===== src/rtl/checkout_pkg.sv =====
// Shared types for the checkout sequencer: FSM state encoding and upc bit positions.
package checkout_pkg;

  typedef enum logic [1:0] {
    IDLE  = 2'd0,
    EVAL  = 2'd1,
    ALARM = 2'd2
  } state_t;

  localparam int UPC_U = 2;
  localparam int UPC_P = 1;
  localparam int UPC_C = 0;

endpackage


===== src/rtl/checkout_sequencer_if.sv =====
// Scanner-side item channel and result channel of the checkout sequencer.
interface checkout_sequencer_if;

  // Item transfers when item_valid && item_ready on a rising edge; the scanner may change
  // upc/mark freely while item_ready is low. result_valid is a one-cycle pulse with no back-pressure.
  logic       item_valid;
  logic       item_ready;
  logic [2:0] upc;
  logic       mark;
  logic       result_valid;
  logic       discount;
  logic       stolen;

  modport master (
    output item_valid, upc, mark,
    input  item_ready, result_valid, discount, stolen
  );

  modport slave (
    input  item_valid, upc, mark,
    output item_ready, result_valid, discount, stolen
  );

endinterface


===== src/rtl/item_classifier.sv =====
// Combinational classification of one scanned item from its U/P/C code bits and security mark.
module item_classifier (
  input  logic u,
  input  logic p,
  input  logic c,
  input  logic m,
  output logic discount,
  output logic stolen
);

  assign discount = p | (u & c);
  assign stolen   = (u & ~p & ~m) | (~u & ~c & ~m);

endmodule


===== src/rtl/checkout_sequencer.sv =====
// Checkout sequencer: accepts scanned items, classifies them, keeps running totals, raises alarm on theft.
// Define CHECKOUT_SAT_CNT_EN to make the counters saturate instead of wrapping.
module checkout_sequencer
  import checkout_pkg::*;
#(
  parameter int CNT_W = 8
) (
  input  logic                 clk,
  input  logic                 reset_n,
  checkout_sequencer_if.slave  item,
  input  logic                 alarm_ack,
  input  logic                 clear,
  output logic                 alarm,
  output logic [CNT_W-1:0]     item_cnt,
  output logic [CNT_W-1:0]     disc_cnt,
  output logic [CNT_W-1:0]     stol_cnt,
  output state_t               state_dbg
);

  state_t     state_q, state_d;
  logic [2:0] upc_q;
  logic       mark_q;
  logic       cls_disc, cls_stol;
  logic       disc_hold_q, stol_hold_q;
  logic       accept, in_eval;

  function automatic logic [CNT_W-1:0] bump(input logic [CNT_W-1:0] v);
`ifdef CHECKOUT_SAT_CNT_EN
    bump = (v == {CNT_W{1'b1}}) ? v : v + 1'b1;
`else
    bump = v + 1'b1;
`endif
  endfunction

  item_classifier u_classifier (
    .u        (upc_q[UPC_U]),
    .p        (upc_q[UPC_P]),
    .c        (upc_q[UPC_C]),
    .m        (mark_q),
    .discount (cls_disc),
    .stolen   (cls_stol)
  );

  assign accept    = (state_q == IDLE) && item.item_valid;
  assign in_eval   = (state_q == EVAL);
  assign state_dbg = state_q;

  always_comb begin
    state_d           = state_q;
    item.item_ready   = 1'b0;
    item.result_valid = 1'b0;
    alarm             = 1'b0;
    case (state_q)
      IDLE: begin
        item.item_ready = 1'b1;
        if (item.item_valid) state_d = EVAL;
      end
      EVAL: begin
        item.result_valid = 1'b1;
        state_d = cls_stol ? ALARM : IDLE;
      end
      ALARM: begin
        alarm = 1'b1;
        if (alarm_ack) state_d = IDLE;
      end
      default: state_d = IDLE;
    endcase
  end

  // Flags show the live classification during the result pulse, then the held copy until the next one.
  assign item.discount = in_eval ? cls_disc : disc_hold_q;
  assign item.stolen   = in_eval ? cls_stol : stol_hold_q;

  always_ff @(posedge clk or negedge reset_n) begin
    if (!reset_n) state_q <= IDLE;
    else          state_q <= state_d;
  end

  always_ff @(posedge clk or negedge reset_n) begin
    if (!reset_n) begin
      upc_q       <= 3'b000;
      mark_q      <= 1'b0;
      disc_hold_q <= 1'b0;
      stol_hold_q <= 1'b0;
    end else begin
      if (accept) begin
        upc_q  <= item.upc;
        mark_q <= item.mark;
      end
      if (in_eval) begin
        disc_hold_q <= cls_disc;
        stol_hold_q <= cls_stol;
      end
    end
  end

  // clear outranks the EVAL increment so the totals read zero right after a clear edge.
  always_ff @(posedge clk or negedge reset_n) begin
    if (!reset_n) begin
      item_cnt <= '0;
      disc_cnt <= '0;
      stol_cnt <= '0;
    end else if (clear) begin
      item_cnt <= '0;
      disc_cnt <= '0;
      stol_cnt <= '0;
    end else if (in_eval) begin
      item_cnt <= bump(item_cnt);
      if (cls_disc) disc_cnt <= bump(disc_cnt);
      if (cls_stol) stol_cnt <= bump(stol_cnt);
    end
  end

endmodule

===== src/flat_wrapper.sv =====
// flat-port wrapper written by rule: the top's interface ports become plain ports
module checkout_sequencer_flat import checkout_pkg::*;
#(
  parameter int CNT_W = 8
)
  (clk, reset_n, alarm_ack, clear, alarm, item_cnt, disc_cnt, stol_cnt, state_dbg, item_item_valid, item_upc, item_mark, item_item_ready, item_result_valid, item_discount, item_stolen);
  checkout_sequencer_if item_i ();
  input  logic clk;
  input  logic reset_n;
  input  logic alarm_ack;
  input  logic clear;
  output logic alarm;
  output logic [CNT_W-1:0] item_cnt;
  output logic [CNT_W-1:0] disc_cnt;
  output logic [CNT_W-1:0] stol_cnt;
  output state_t state_dbg;
  input wire logic [$bits(item_i.item_valid)-1:0] item_item_valid;
  input wire logic [$bits(item_i.upc)-1:0] item_upc;
  input wire logic [$bits(item_i.mark)-1:0] item_mark;
  output wire logic [$bits(item_i.item_ready)-1:0] item_item_ready;
  output wire logic [$bits(item_i.result_valid)-1:0] item_result_valid;
  output wire logic [$bits(item_i.discount)-1:0] item_discount;
  output wire logic [$bits(item_i.stolen)-1:0] item_stolen;
  assign item_i.item_valid = item_item_valid;
  assign item_i.upc = item_upc;
  assign item_i.mark = item_mark;
  assign item_item_ready = item_i.item_ready;
  assign item_result_valid = item_i.result_valid;
  assign item_discount = item_i.discount;
  assign item_stolen = item_i.stolen;
  checkout_sequencer #(.CNT_W(CNT_W)) u_core (.clk(clk), .reset_n(reset_n), .item(item_i), .alarm_ack(alarm_ack), .clear(clear), .alarm(alarm), .item_cnt(item_cnt), .disc_cnt(disc_cnt), .stol_cnt(stol_cnt), .state_dbg(state_dbg));
endmodule

===== config.mk =====
export PLATFORM = sky130hd
export DESIGN_NAME = checkout_sequencer_flat
export DESIGN_NICKNAME = d
export VERILOG_FILES = /design/src/rtl/checkout_pkg.sv /design/src/rtl/checkout_sequencer_if.sv /design/src/rtl/item_classifier.sv /design/src/rtl/checkout_sequencer.sv /design/src/flat_wrapper.sv
export SDC_FILE = /design/constraint.sdc
export NUM_CORES = 1
export LEC_CHECK = 0
export ABC_AREA = 1
export CAP_MARGIN = 20
export CORE_ASPECT_RATIO = 0.6
export CORE_UTILIZATION = 44
export DETAILED_ROUTE_END_ITERATION = 6
export PLACE_DENSITY = 0.78
export SYNTH_ARGS = -nofsm -noshare
export SYNTH_HDL_FRONTEND = slang
export SYNTH_SLANG_ARGS = --single-unit

===== constraint.sdc =====
create_clock -name clk -period 1.18 [get_ports clk]
set_input_delay 0.236 -clock clk [delete_from_list [all_inputs] [get_ports clk]]
set_output_delay 0.236 -clock clk [all_outputs]
set_load 0.05 [all_outputs]

==> results of run 1 <==
final cells by class:
cell class,count,area (sq um)
fill,92,222.7
inverter,21,88.84
timing repair buffer,91,1165
sequential,32,827.0
tap,45,56.30
multi-input combinational,159,933.4
clock buffer,8,90.09
layout by cell type (no fill, tap or decap), types with 4 or more instances in the layout:
cell / count
sky130_fd_sc_hd__a21oi_1: 6
sky130_fd_sc_hd__buf_12: 33
sky130_fd_sc_hd__buf_4: 37
sky130_fd_sc_hd__buf_6: 13
sky130_fd_sc_hd__clkbuf_8: 6
sky130_fd_sc_hd__clkdlybuf4s50_1: 8
sky130_fd_sc_hd__dfrtp_1: 13
sky130_fd_sc_hd__dfrtp_2: 18
sky130_fd_sc_hd__inv_1: 14
sky130_fd_sc_hd__inv_2: 5
sky130_fd_sc_hd__nand2_1: 59
sky130_fd_sc_hd__nand2_2: 9
sky130_fd_sc_hd__nand2_4: 7
sky130_fd_sc_hd__nand3_1: 11
sky130_fd_sc_hd__nand4_1: 5
sky130_fd_sc_hd__nor2_1: 23
sky130_fd_sc_hd__nor2_2: 4
sky130_fd_sc_hd__nor2_4: 10
sky130_fd_sc_hd__o21ai_1: 6
registers in the layout, summed over array words and instances, names as in the netlist:
| register | cells |
|---|---|
| u_core.disc_cnt | 8 |
| u_core.item_cnt | 8 |
| u_core.stol_cnt | 8 |
| u_core.upc_q | 3 |
| u_core.state_dbg | 2 |
| u_core.disc_hold_q | 1 |
| u_core.mark_q | 1 |
| u_core.stol_hold_q | 1 |
critical path, delay by kind of cell, from the launching register on:
family                 cells  cell delay (ns)
buffers and inverters      2             0.20
flip-flops                 1             0.48
AND/OR/NAND/NOR            3             0.35
what timing repair did:
action	in CTS	in global routing
endpoints found under the setup margin	34	43
buffers inserted	17	16
hold endpoints to repair	0	0
pin swaps	11	11
gates cloned	1	0
resized for setup	29	37
report_power, final:
group / internal [mW] / total (mW) / switching [mW]
logic: 1.88 / 3.97 / 2.09
registers: 1.31 / 1.56 / 0.247
clock network: 0.476 / 0.912 / 0.436
total: 3.67 / 6.44 / 2.77
synth_stat cells, drive strengths merged (3+ instances only):
library cell	number
nand2	75
nand4	5
a21oi	7
o21ai	12
nor2	36
nand3	13
xor2	3
ha	3
inv	21
dfrtp	32
worst max path at each step:
| stage | to | slack (ns) | depth (start not counted) |
|---|---|---|---|
| 2_1_floorplan | item_discount | -0.33 | 4 |
| 4_1_cts | item_discount | -0.34 | 5 |
| 3_5_place_dp | u_core.stol_cnt[3]$_DFFE_PN0P_ | -0.18 | 6 |
| 6_report | item_discount | -0.38 | 5 |
| 3_3_place_gp | u_core.stol_cnt[3]$_DFFE_PN0P_ | -0.11 | 6 |
| 5_1_grt | item_discount | -0.40 | 5 |
routing by layer:
layer,GRT usage (%),vias up,routed length [um]
met5,0,-,0
met3,9.159,86,844
li1,-,866,-
met4,15.18,0,695
met2,54.52,207,3343
met1,41.28,997,2668
cells by family after synthesis:
group           Yosys count
flops                    32
fa+ha+maj                 3
simple gates            130
xor+xnor                  3
buf+inv                  23
compound gates           22
metrics by stage:
stage	std cells	util (%)	setup TNS [ns]	power, mW	area (sq um)
detailed placement	321	78.59	-2.413	4.315	2659
floorplan	213	-	-5.160	2.851	1703
global placement	321	78.59	-1.290	4.253	2659
finish	356	93.42	-7.970	6.442	3161
global route	356	93.42	-9.179	6.614	3161
CTS	344	87.50	-4.925	5.726	2960
==> run_results.csv, run 1 <==
group,metric,value,unit
timing,setup_slack,-0.3798,ns
synth,post_synth_inst_count,213,
place,place_worst_setup_slack,-0.1822,ns
setup_path,worstReg2RegEnd,"u_core.disc_cnt[2]$_DFFE_PN0P_",
setup_path,cp_data_required_time,0.94,ns
timing,final_hold_viol_count,0,
layout,area_growth,94.46,%
setup_path,max_stage_delay,0.48,ns
floorplan,io_pins,40,
synth,synth_compound_gate_area_share,7.159,%
global_route,grt_pass1_wl,9584,um
synth,synth_xor_area_share,1.617,%
global_route,maximum_number_of_pins_on_one_net_before_global_route_repair,33,
flow_run,drv_cap,0,
synth,synth-warning-count,0,
setup_path,timing.critical_path.mode_cell,"sky130_fd_sc_hd__nand2_4",
detailed_routing,first_iter_violations,230,
global_route,antenna_violations_before_repair,0,
timing,final_max_slew_viols,0,
synth,synth-edff-count,0,
synth,synth_area,0.001625,sq mm
timing,finalSetupViolations,43,
clocking,cts.clk_slew.worst_paths,0.07,ns
global_route,global_route.overflow_total,0,
synth,post_synth_fa_ha_maj_area_fraction,2.309,%
floorplan,dieHeight,49.08,um
synth,ys_types,21,
clocking,cts-buffers-inserted,5,
synth,syn_nets,225,
floorplan,die_w,80.47,um
setup_path,worstSetupStartpointType,"flop",
clocking,cts_tree,"built",
synth,synth_ff_type,"sky130_fd_sc_hd__dfrtp_1",
layout,drive_gt1_share,50.16,%
setup_path,critPathCaptureType,"output port",
setup_path,worst-setup-path-type,"reg -> out",
power_and_ir_drop,power_leakage,1.419,nW
timing,fin_crit,1.560,ns
setup_path,worstPathMaxFanout,5,
clocking,hold_buffer_count_at_cts,0,
synth,synth.mux.area_fraction,0,%
detailed_routing,via_per_inst,6.056,
synth,synth-async-reset-ratio,100.0,%
floorplan,fp.dieArea,0.003949,sq mm
clocking,clock_tree_sinks,32,
detailed_routing,firstDrtPassIters,7,
detailed_routing,route.detailed.drc,10,
clocking,cts_root_buf,"sky130_fd_sc_hd__clkbuf_8",
place,detailedPlacementHpwl,3187,um
detailed_routing,routed_wirelength,7551,um
status,violations_in_the_final_reports,"DRC, setup timing",
setup_path,count_of_cells_along_the_worst_register_to_register_path,8,
setup_path,r2r_setup_slack,-0.34,ns
timing,skew,0.009816,ns
timing,finalCritPeriodShare,132.2,%
timing,worst_pin_slew,0.3223,ns
status,status,"complete, but fails checks",
global_route,vias_in_the_first_global_route,1912,
detailed_routing,detail_route.wl_per_cell,21.21,um
global_route,globalRouteTotalUtil,33.41,%
hold_path,min-delay-path-class,"in -> async",
power_and_ir_drop,power.density_cell_area,2038,mW/mm^2
floorplan,initial_utilization,48.04,%
timing,maxClockFrequency,641.1,MHz
power_and_ir_drop,irDropWorstVdd,1.847,mV
synth,synth_register_bits,32,
place,gp_congestion,0.8542,
setup_path,crit_path_top_delay_cell,"sky130_fd_sc_hd__dfrtp_4",
synth,synth_seq_area_share,49.27,%
clocking,cts_buffer_depth,2,
detailed_routing,detailroute.via_count,2156,
timing,unrepaired_setup_endpoints_after_global_routing,"yes",
synth,yosys.area.top_type_share,49.27,%
timing,finalHoldWorstSlack,0.3198,ns
synth,synth_top_cells_by_area,"sky130_fd_sc_hd__dfrtp_1 (49%), sky130_fd_sc_hd__nand2_1 (17%), sky130_fd_sc_hd__nor2_1 (7.2%)",
layout,finalNetCount,322,
layout,antenna_cells,0,
timing,worst_slew_margin_rel,78.52,%
detailed_routing,antenna_violating_nets_post_route,0,
synth,synth_simple_gate_area_share,34.26,%
setup_path,worst_ep_arrival_time,1.32,ns
synth,synth_top_cell_by_area,"sky130_fd_sc_hd__dfrtp_1",
setup_path,crit_chain,"inv_2 -> nor2_4 -> nand2_4 -> nand2_4 -> buf_12",
setup_path,worst_setup_path_startpoint,"u_core.state_dbg[0]$_DFFE_PN0P_",
place,port_buffers,39,
floorplan,std_cell_rows,16,
floorplan,core,0.003383,sq mm
synth,postSynthAreaPerCell,7.631,sq um
clocking,htree_num_levels,2,
setup_path,r2r_start,"u_core.state_dbg[0]$_DFFE_PN0P_",
synth,synth_top_family_by_area,"simple AND/OR/NAND/NOR gates",
clocking,clock_latency,0.29,ns
No activity file was read; power rests on OpenSTA's default activity.
==> run 2: changes to the inputs <==
CORE_MARGIN = 2   (was unset)
==> run 2 against run 1 <==
Against the previous run:
- the run ends with setup timing left
- clock power decreased by 2%
- wire length decreased by 26%
- first-iteration DRC count shrank 62%
- combinational power decreased by 5.3%
- largest power group unchanged
==> run_results.csv, run 2 (same netlist as run 1, synthesis figures left out) <==
group,metric,value,unit
floorplan,std_cell_rows,17,
floorplan,initial_utilization,45.21,%
flow_run,drv_cap,0,
setup_path,cp_data_required_time,0.94,ns
floorplan,core,0.003595,sq mm
layout,layout_top_registers,"u_core.disc_cnt (8), u_core.item_cnt (8), u_core.stol_cnt (8)",
timing,maxClockFrequency,638.6,MHz
clocking,cts_root_buf,"sky130_fd_sc_hd__clkbuf_8",
layout,drive_gt1_share,52.17,%
setup_path,worst_ep_arrival_time,1.33,ns
detailed_routing,route.detailed.drc,0,
timing,unrepaired_setup_endpoints_after_global_routing,"yes",
place,place_worst_setup_slack,-0.2355,ns
setup_path,crit_chain,"inv_4 -> nand3_4 -> nor2_4 -> inv_2 -> nand2_4 -> buf_12",
power_and_ir_drop,power.internal,3.569,mW
power_and_ir_drop,power.share.clock,14.4,%
setup_path,worstSetupStartpointType,"flop",
setup_path,max_stage_delay,0.44,ns
layout,finish.instance_area,0.003120,sq mm
clocking,clock_latency,0.29,ns
detailed_routing,detailroute.via_count,1836,
power_and_ir_drop,power.combinational.fraction,60.4,%
power_and_ir_drop,power.density_cell_area,1994,mW/mm^2
floorplan,fp.dieArea,0.004212,sq mm
timing,worst_pin_slew,0.2631,ns
detailed_routing,antenna_violating_nets_post_route,0,
floorplan,die_w,82.47,um
clocking,cts-buffers-inserted,5,
setup_path,crit_path_top_delay_cell,"sky130_fd_sc_hd__dfrtp_2",
timing,setup_slack,-0.3859,ns
power_and_ir_drop,power_leakage,1.376,nW
layout,filler_cell_count,154,
place,gp_congestion,0.8672,
timing,skew,0.009584,ns
detailed_routing,firstDrtPassIters,4,
status,violations_in_the_final_reports,"setup timing",
layout,antenna_cells,0,
detailed_routing,routed_wirelength,5607,um
detailed_routing,detail_route.wl_per_cell,16.21,um
power_and_ir_drop,total_power_consumption,6.222,mW
clocking,cts_buffer_depth,2,
power_and_ir_drop,irDropWorstVdd,1.831,mV
layout,fin_cells,346,
setup_path,critPathCaptureType,"output port",
power_and_ir_drop,netsw,2.653,mW
clocking,htree_num_levels,2,
layout,area_growth,91.99,%
place,port_buffers,39,
timing,worst_slew_margin_rel,82.40,%
setup_path,worst-setup-path-type,"reg -> out",
power_and_ir_drop,power_frac_seq,25.2,%
clocking,hold_buffer_count_at_cts,0,
timing,finalSetupViolations,42,
floorplan,io_pins,40,
timing,finalHoldWorstSlack,0.3260,ns
clocking,clock_tree_sinks,32,
status,status,"complete, but fails checks",
setup_path,worstPathMaxFanout,4,
layout,finalNetCount,310,
timing,fin_crit,1.566,ns
clocking,cts.clk_slew.worst_paths,0.07,ns
global_route,vias_in_the_first_global_route,1714,
floorplan,dieHeight,51.08,um
detailed_routing,first_iter_violations,88,
place,detailedPlacementHpwl,3212,um
place,dp.cells,321,
clocking,cts_tree,"built",
global_route,global_route.overflow_total,0,
detailed_routing,via_per_inst,5.306,
timing,finalCritPeriodShare,132.7,%
timing,final_max_slew_viols,0,
hold_path,min-delay-path-class,"in -> async",
layout,layout_commonest_cell,"sky130_fd_sc_hd__nand2_1",
place,detailed_place.area,0.002646,sq mm
power_and_ir_drop,swShare,42.64,%
global_route,grt_pass1_wl,7721,um
global_route,antenna_violations_before_repair,0,
global_route,maximum_number_of_pins_on_one_net_before_global_route_repair,33,
global_route,globalRouteTotalUtil,24.72,%
layout,most-common-layout-cells,"sky130_fd_sc_hd__nand2_1 (54), sky130_fd_sc_hd__buf_12 (32), sky130_fd_sc_hd__nor2_1 (24), sky130_fd_sc_hd__buf_4 (24), sky130_fd_sc_hd__dfrtp_2 (19)",
timing,final_hold_viol_count,0,
-- run 2: worst max-delay path: cells and delay by family, from the launching register on --
family	cells	cell delay [ns]
buffers and inverters	3	0.30
flip-flops	1	0.44
AND/OR/NAND/NOR	3	0.29
-- run 2: per-layer routing --
| metal | global-route usage [%] | share of wire (%) | up-vias |
|---|---|---|---|
| li1 | - | - | 843 |
| met1 | 32.04 | 41 | 867 |
| met2 | 41.40 | 48 | 109 |
| met3 | 6.007 | 8.3 | 17 |
| met4 | 6.667 | 2.5 | 0 |
| met5 | 0 | 0 | - |
-- run 2: area by class of cell --
| class | instances | area (sq um) | area share [%] |
|---|---|---|---|
| Clock inverter | 2 | 10.01 | 0.3208 |
| Inverter | 21 | 93.84 | 3.007 |
| Timing Repair Buffer | 79 | 1070 | 34.28 |
| Clock buffer | 6 | 82.58 | 2.646 |
| Tap cell | 47 | 58.81 | 1.885 |
| Multi-Input combinational cell | 159 | 977.2 | 31.32 |
| Sequential cell | 32 | 828.3 | 26.54 |
-- run 2: timing repair --
item                                    4_1_cts  5_1_grt
setup buffers                                12        7
cloned                                        1        0
resized for setup                            31       46
pin swaps                                     9       18
endpoints found under the setup margin       33       46
endpoints found under the hold margin         0        0
-- run 2: power by group through the flow --
stage	logic, mW	registers, mW	clock network (mW)
2_1_floorplan	1.02	1.83	0
3_3_place_gp	2.74	1.50	0
3_5_place_dp	2.81	1.51	0
4_1_cts	3.30	1.53	0.889
5_1_grt	3.92	1.58	0.950
6_report	3.76	1.57	0.898
-- run 2: path summary, 6_finish.rpt --
path / start / to / slack (ns) / cells past startpoint
min in group clk: alarm_ack / u_core.state_dbg[1]$_DFFE_PN0P_ / 0.51 / 2
worst min register to register: u_core.disc_cnt[4]$_DFFE_PN0P_ / u_core.disc_cnt[4]$_DFFE_PN0P_ / 0.56 / 2
worst max-delay path: u_core.state_dbg[1]$_DFFE_PN0P_ / item_stolen / -0.39 / 6
worst min-delay path: reset_n / u_core.item_cnt[1]$_DFFE_PN0P_ / 0.33 / 2
worst max register to register: u_core.state_dbg[0]$_DFFE_PN0P_ / u_core.item_cnt[6]$_DFFE_PN0P_ / -0.29 / 9
max in group asynchronous: reset_n / u_core.stol_cnt[6]$_DFFE_PN0P_ / 0.65 / 2
-- run 2: per-stage QoR --
stage          setup TNS (ns)  util [%]
6_report               -5.755     86.81
5_1_grt                -7.046     86.81
2_1_floorplan          -5.160         -
3_5_place_dp           -3.139     73.62
3_3_place_gp           -1.282     73.62
4_1_cts                -4.065     81.38
